==> config.mk <==
export PLATFORM = sky130hd
export DESIGN_NAME = mul_pipe_stream
export DESIGN_NICKNAME = d
export VERILOG_FILES = /design/src/rtl/mul_pipe_pkg.sv /design/src/rtl/mul_pipe_stream_mul_block.sv /design/src/rtl/mul_pipe_stream.sv
export SDC_FILE = /design/constraint.sdc
export NUM_CORES = 2
export LEC_CHECK = 0
export BUFFER_PORTS_ARGS = -buffer_cell sky130_fd_sc_hd__buf_2
export CAP_MARGIN = 20
export CORE_AREA = 8 8 378 380
export CTS_BUF_LIST = sky130_fd_sc_hd__clkbuf_8
export DETAILED_ROUTE_END_ITERATION = 16
export DIE_AREA = 0 0 386 388
export PLACE_DENSITY = 0.66
export SYNTH_ARGS = -nofsm -noshare
export SYNTH_HDL_FRONTEND = slang
export SYNTH_SLANG_ARGS = --single-unit
==> constraint.sdc <==
create_clock -name clk_i -period 26.5 [get_ports clk_i]
set_input_delay 1.325 -clock clk_i [delete_from_list [all_inputs] [get_ports clk_i]]
set_output_delay 1.325 -clock clk_i [all_outputs]
set_load 0.02 [all_outputs]
==> src/rtl/mul_pipe_pkg.sv <==
// Shared constants, stage flag struct and partial-product shift helper for the
// pipelined block multiplier.
package mul_pipe_pkg;

    localparam int DEF_DATA_LENGTH  = 32;
    localparam int DEF_BLOCK_LENGTH = 16;
    localparam int DEF_TAG_WIDTH    = 4;

    localparam int NUM_BLOCKS = DEF_DATA_LENGTH / DEF_BLOCK_LENGTH;
    localparam int NUM_MULS   = NUM_BLOCKS * NUM_BLOCKS;
    localparam int LATENCY    = NUM_MULS + 2;

    typedef struct packed {
        logic valid;
        logic is_signed;
    } stage_flags_t;

    // Partial product j pairs a block j%nb with b block j/nb.
    function automatic int pp_shift(input int j, input int nb, input int bl);
        return bl * ((j % nb) + (j / nb));
    endfunction

endpackage

==> src/rtl/mul_pipe_stream_mul_block.sv <==
// Unsigned W x W multiplier with a registered product that stalls with the pipe.
module mul_block #(
    parameter int W = 16
) (
    input  logic           clk_i,
    input  logic           rst_i,
    input  logic           en_i,
    input  logic [W-1:0]   a_i,
    input  logic [W-1:0]   b_i,
    output logic [2*W-1:0] p_o
);

    // NOTE: sequential state always uses non-blocking assignment so every
    // register samples pre-edge values regardless of process ordering.
    always_ff @(posedge clk_i or posedge rst_i) begin
        if (rst_i) begin
            p_o <= '0;
        end else if (en_i) begin
            p_o <= (2*W)'(a_i) * (2*W)'(b_i);
        end
    end

endmodule

==> src/rtl/mul_pipe_stream.sv <==
// Fully pipelined N x N multiplier: one block partial product accumulated per
// stage, signed correction in the last stage, valid/ready with global stall.
module mul_pipe_stream
    import mul_pipe_pkg::*;
#(
    parameter  int DATA_LENGTH  = DEF_DATA_LENGTH,
    parameter  int BLOCK_LENGTH = DEF_BLOCK_LENGTH,
    parameter  int TAG_WIDTH    = DEF_TAG_WIDTH,
    localparam int N_BLOCKS     = DATA_LENGTH / BLOCK_LENGTH,
    localparam int N_MULS       = N_BLOCKS * N_BLOCKS,
    localparam int PIPE_LATENCY = N_MULS + 2,
    localparam int CNT_W        = $clog2(PIPE_LATENCY + 1)
) (
    input  logic                     clk_i,
    input  logic                     rst_i,
    input  logic                     in_valid_i,
    output logic                     in_ready_o,
    input  logic [DATA_LENGTH-1:0]   indata_a_i,
    input  logic [DATA_LENGTH-1:0]   indata_b_i,
    input  logic                     signed_i,
    input  logic [TAG_WIDTH-1:0]     tag_i,
    output logic                     out_valid_o,
    input  logic                     out_ready_i,
    output logic [2*DATA_LENGTH-1:0] outdata_r_o,
    output logic [TAG_WIDTH-1:0]     tag_o,
    output logic                     busy_o,
    output logic [CNT_W-1:0]         inflight_o
);

    localparam int PW = 2 * DATA_LENGTH;

    typedef struct packed {
        stage_flags_t           flags;
        logic [TAG_WIDTH-1:0]   tag;
        logic [DATA_LENGTH-1:0] a;
        logic [DATA_LENGTH-1:0] b;
        logic [PW-1:0]          sum;
    } stage_t;

    if (DATA_LENGTH % BLOCK_LENGTH != 0) begin : g_param_check
        $error("mul_pipe_stream: DATA_LENGTH must be a multiple of BLOCK_LENGTH");
    end

    stage_t                    stage_q [N_MULS+1];
    stage_t                    stage_d [N_MULS+1];
    logic [2*BLOCK_LENGTH-1:0] pp      [N_MULS];
    logic                      en;
    logic                      accept;
    logic [PW-1:0]             result_d;

    assign en         = !out_valid_o || out_ready_i;
    assign in_ready_o = en;
    assign accept     = in_valid_i && en;

    // Multiplier j registers alongside stage j, so stage j+1 can add it.
    for (genvar j = 0; j < N_MULS; j++) begin : g_mul
        localparam int A_OFS = (j % N_BLOCKS) * BLOCK_LENGTH;
        localparam int B_OFS = (j / N_BLOCKS) * BLOCK_LENGTH;
        if (j == 0) begin : g_first
            mul_block #(.W(BLOCK_LENGTH)) u_mul (
                .clk_i (clk_i),
                .rst_i (rst_i),
                .en_i  (en),
                .a_i   (indata_a_i[A_OFS +: BLOCK_LENGTH]),
                .b_i   (indata_b_i[B_OFS +: BLOCK_LENGTH]),
                .p_o   (pp[j])
            );
        end else begin : g_rest
            mul_block #(.W(BLOCK_LENGTH)) u_mul (
                .clk_i (clk_i),
                .rst_i (rst_i),
                .en_i  (en),
                .a_i   (stage_q[j-1].a[A_OFS +: BLOCK_LENGTH]),
                .b_i   (stage_q[j-1].b[B_OFS +: BLOCK_LENGTH]),
                .p_o   (pp[j])
            );
        end
    end

    always_comb begin
        // NOTE: every combinationally written variable gets a full default
        // first, so no path through the block can infer a latch.
        stage_d[0]                 = '0;
        stage_d[0].flags.valid     = accept;
        stage_d[0].flags.is_signed = signed_i;
        stage_d[0].tag             = tag_i;
        stage_d[0].a               = indata_a_i;
        stage_d[0].b               = indata_b_i;
        for (int k = 1; k <= N_MULS; k++) begin
            stage_d[k]     = stage_q[k-1];
            stage_d[k].sum = stage_q[k-1].sum
                           + (PW'(pp[k-1]) << pp_shift(k - 1, N_BLOCKS, BLOCK_LENGTH));
        end
    end

    // Two's-complement correction of the unsigned product, modulo 2^PW.
    always_comb begin
        result_d = stage_q[N_MULS].sum;
        if (stage_q[N_MULS].flags.is_signed && stage_q[N_MULS].a[DATA_LENGTH-1]) begin
            result_d = result_d - {stage_q[N_MULS].b, {DATA_LENGTH{1'b0}}};
        end
        if (stage_q[N_MULS].flags.is_signed && stage_q[N_MULS].b[DATA_LENGTH-1]) begin
            result_d = result_d - {stage_q[N_MULS].a, {DATA_LENGTH{1'b0}}};
        end
    end

    // NOTE: only the valid bits need reset; the data fields are cleared too
    // because they share one struct register and it keeps the update uniform.
    always_ff @(posedge clk_i or posedge rst_i) begin
        if (rst_i) begin
            stage_q     <= '{default: '0};
            out_valid_o <= 1'b0;
            outdata_r_o <= '0;
            tag_o       <= '0;
        end else if (en) begin
            stage_q     <= stage_d;
            out_valid_o <= stage_q[N_MULS].flags.valid;
            outdata_r_o <= result_d;
            tag_o       <= stage_q[N_MULS].tag;
        end
    end

    always_comb begin
        inflight_o = CNT_W'(out_valid_o);
        for (int k = 0; k <= N_MULS; k++) begin
            inflight_o = inflight_o + CNT_W'(stage_q[k].flags.valid);
        end
    end

    assign busy_o = (inflight_o != '0);

endmodule

==> summary.md <==
| Metric | Value |
|---|---|
| Status | `finished clean` |
| Number of nets at the end of the flow | `9165` |
| Worst slew pin tran | `1.17 ns` |
| Cells traversed along the worst timing path | `buf_2 -> and2_1 -> fa_1 -> inv_1 -> fa_1 -> fa_1 -> fa_1 -> inv_1 -> fa_1 -> inv_1 -> fa_1 -> inv_1 -> ha_1 -> and3_1 -> a221o_1 -> a221oi_2 -> nor2_1 -> o21ai_0 -> nand2_1 -> a221oi_2 -> nor2_1 -> nor4_1 -> o31ai_1` |
| Post-synth cell types | `81` |
| Cell types occupying the most area after synthesis | `dfrtp_1 27%, fa_1 23%, nand2_1 12%, ha_1 10%, inv_1 5.7%` |
| Chip Width | `386 um` |
| Number of hold-slack violations in the final timing report | `0` |
| Final wirelength | `177 mm` |
| Type of the worst min-delay path | `register to register` |
| Buffer depth of the longest clock path | `3` |
| Max Clock Freq | `141 MHz` |
| Yosys warnings | `0` |
| Mapped Nets | `9192` |
| Later-pin clock latency in the skew report | `0.82 ns` |
| Routed length per placed instance | `18.3 um` |
| Total CTS buffers | `137` |
| Kind of start point of the critical path | `primary input` |
| Pin count of the biggest net entering global routing | `212` |
| Post-CTS Resized | `0` |
| I/O Pins | `147` |
| CTS H-tree lvls | `4` |
| Highest fanout seen on the critical path | `17` |
| Starting Density | `49.6%` |
| Total GRT Usage | `23.8%` |
| Critical Path Sink Type | `register` |
| Library cell occupying the most area in the post-synthesis netlist | `dfrtp_1` |
| Number of maximum-capacitance constraint violations | `0` |
| Clock-pin slew of the registers on the worst-case setup and hold paths | `0.06 ns` |
| Crit path arrival time | `7.75 ns` |
| Vias in the first global route | `53600` |
| Post-layout min period | `7.12 ns` |
| Post-synth design cell area | `67800 um^2` |
| Proportion of synthesized flip-flops having asynchronous set or reset | `100%` |
| Count of antenna-violating nets left after detailed routing | `0` |
| Setup repair after global routing missed its margin | `no` |
| Worst setup skew after layout | `0.0477 ns` |
| Die Y-Extent | `388 um` |
| Most common cell on crit path | `fa_1` |
| Number of DRC markers after the initial detailed-route iteration | `3320` |
| Count of pins over their slew limit | `0` |
| Die area | `150000 um^2` |
| Part of the Yosys area used for sequential elements | `27.4%` |
| Area added between synthesis and finish | `7.13%` |
| Slowest stage cell on the critical path | `fa_1` |
| Leading cell types in the layout, fill and taps excluded | `2218 x nand2_1, 1064 x inv_1, 784 x fa_1` |
| Sum of buffers and inverters on the critical path | `5` |
| Mean instance size in the synthesized netlist | `8.71 um^2` |
| Number of design rule violations left after detail routing | `0` |
| Std-Cell Core Area | `137000 um^2` |
| Vias/cell | `5.34` |
| Setup TNS | `0 ns` |
| Top cell family by delay on the critical path | `adder cells` |
| Routed via count | `51500` |
| Weighted congestion reported at the end of routability-driven placement | `0.914` |
| Wire length of the first global-routing pass | `287 mm` |
| Top cell type's share of synthesized area | `27.4%` |
| Fraction of layout instances using a drive strength above 1 | `5.60%` |
| Final Instance Count excl. Fillers | `9653` |
| Hold buffer count at cts | `0` |
| Count of fill cells added during filler insertion | `12800` |
| Category of the critical setup timing path | `primary input to register` |
| Critical path's largest stage delay | `0.54 ns` |
| Overflow left after global routing | `0` |
| Required time reported for the critical path endpoint | `27.13 ns` |
| Final setup violation count | `0` |
| Cell count after synthesis | `7790` |
| Number of placed cells counting well taps | `9417` |
| Number of iterations in the first detailed-routing pass | `6` |
| Number of register bits inferred by synthesis | `742` |
| Commonest register cell after synthesis | `dfrtp_1` |
| Clock tree from TritonCTS | `yes` |
| Postcts setup bufs | `0` |
| Core Rows | `136` |
| Worst setup slack after placement | `18.64 ns` |
| Count of flip-flops with a built-in enable after synthesis | `0` |
| Number of clock sinks | `742` |
| Number of antenna violations at the first check in global routing | `5` |
| Most common library cell in the layout ignoring fill and taps | `nand2_1` |
| Detailed Place HPWL | `131 mm` |
| # port buffers | `146` |
| Share of the clock period used by the worst path | `26.9%` |
| Max-slew headroom | `21.9%` |
| Root buffer selected by CTS | `clkbuf_8` |
| Least setup slack across all paths after layout | `19.38 ns` |
-- through the flow --
| step | instance area (um^2) | hold slack [ns] | util, % |
|---|---|---|---|
| after global routing | 72700 | 0.459 | 53.2 |
| after global placement | 69900 | 0.445 | 51.1 |
| after floorplan | 67800 | 0.439 | - |
| after detailed placement | 69900 | 0.451 | 51.1 |
| final | 72700 | 0.431 | 53.2 |
| after CTS | 72600 | 0.423 | 53.2 |
-- layer usage --
layer  part of all wire (%)  GRT usage [%]  vias up
met2                     47           38.6     1417
met3                    5.5           3.43      361
met4                    3.6           8.59        2
li1                       -              -    24200
met1                     44           32.5    25500
met5                 0.0074              0        -
-- logic make-up (layout without fill, tap and decap cells) --
family	Yosys count	after routing	synth area share [%]
AOI/OAI and AO/OA	931	931	8.50
xor gates and xnor gates	227	227	2.95
adders and majority gates	1329	1329	33.2
buffers and inverters	1387	1455	7.68
DFF	742	742	27.4
muxes	16	16	0.249
other	0	1	0
and+or+nand+nor	3158	3158	20.1
-- worst min-delay path: stages, from the launching register on --
cell and delay [ns]:
dfrtp_1 0.34, nand2_1 0.05, nand2_1 0.05
-- final timing paths --
path	start	to	slack [ns]	cells after the start
worst max-delay path	indata_a_i[6]	g_mul[0].g_first.u_mul.p_o[29]	19.38	23
worst max register to register	stage_d[253]	g_mul[3].g_rest.u_mul.p_o[30]	19.56	23
max in group asynchronous	rst_i	stage_d[526]	23.32	4
worst min register to register	stage_q[283]	stage_q[149]	0.43	2
worst min-delay path	stage_q[283]	stage_q[149]	0.43	2
min in group asynchronous	rst_i	outdata_r_o[49]	0.67	2
-- area by class of cell --
class | count | area, um^2 | share of cell area (%)
multi-input combinational | 5661 | 44100 | 60.6
sequential | 742 | 18600 | 25.6
inverter | 1028 | 3870 | 5.33
tap | 1794 | 2240 | 3.09
clock buffer | 163 | 2240 | 3.09
timing repair buffer | 193 | 1140 | 1.57
clock inverter | 71 | 529 | 0.728
antenna | 1 | 2.50 | 0.00344
-- synth_stat cells (all sizes together) (47+ instances only) --
library cell / n
nand3: 47
dfrtp: 742
nor2: 227
inv: 1028
fa: 784
and2: 461
a21oi: 278
xnor2: 129
xor2: 97
clkbuf: 353
a21o: 94
ha: 545
o21ai: 286
nand2: 2219
-- flip-flops by register name (all words and copies together) (netlist names) --
signal                   count
g_mul.g_first.u_mul.p_o     32
g_mul.g_rest.u_mul.p_o      96
out_valid_o                  1
outdata_r_o                 64
stage_d                    280
stage_q                    265
tag_o                        4
Power is left out: the tool's default activity adds up to more than one toggle a clock period on the data nets, which glitch-free logic cannot reach.
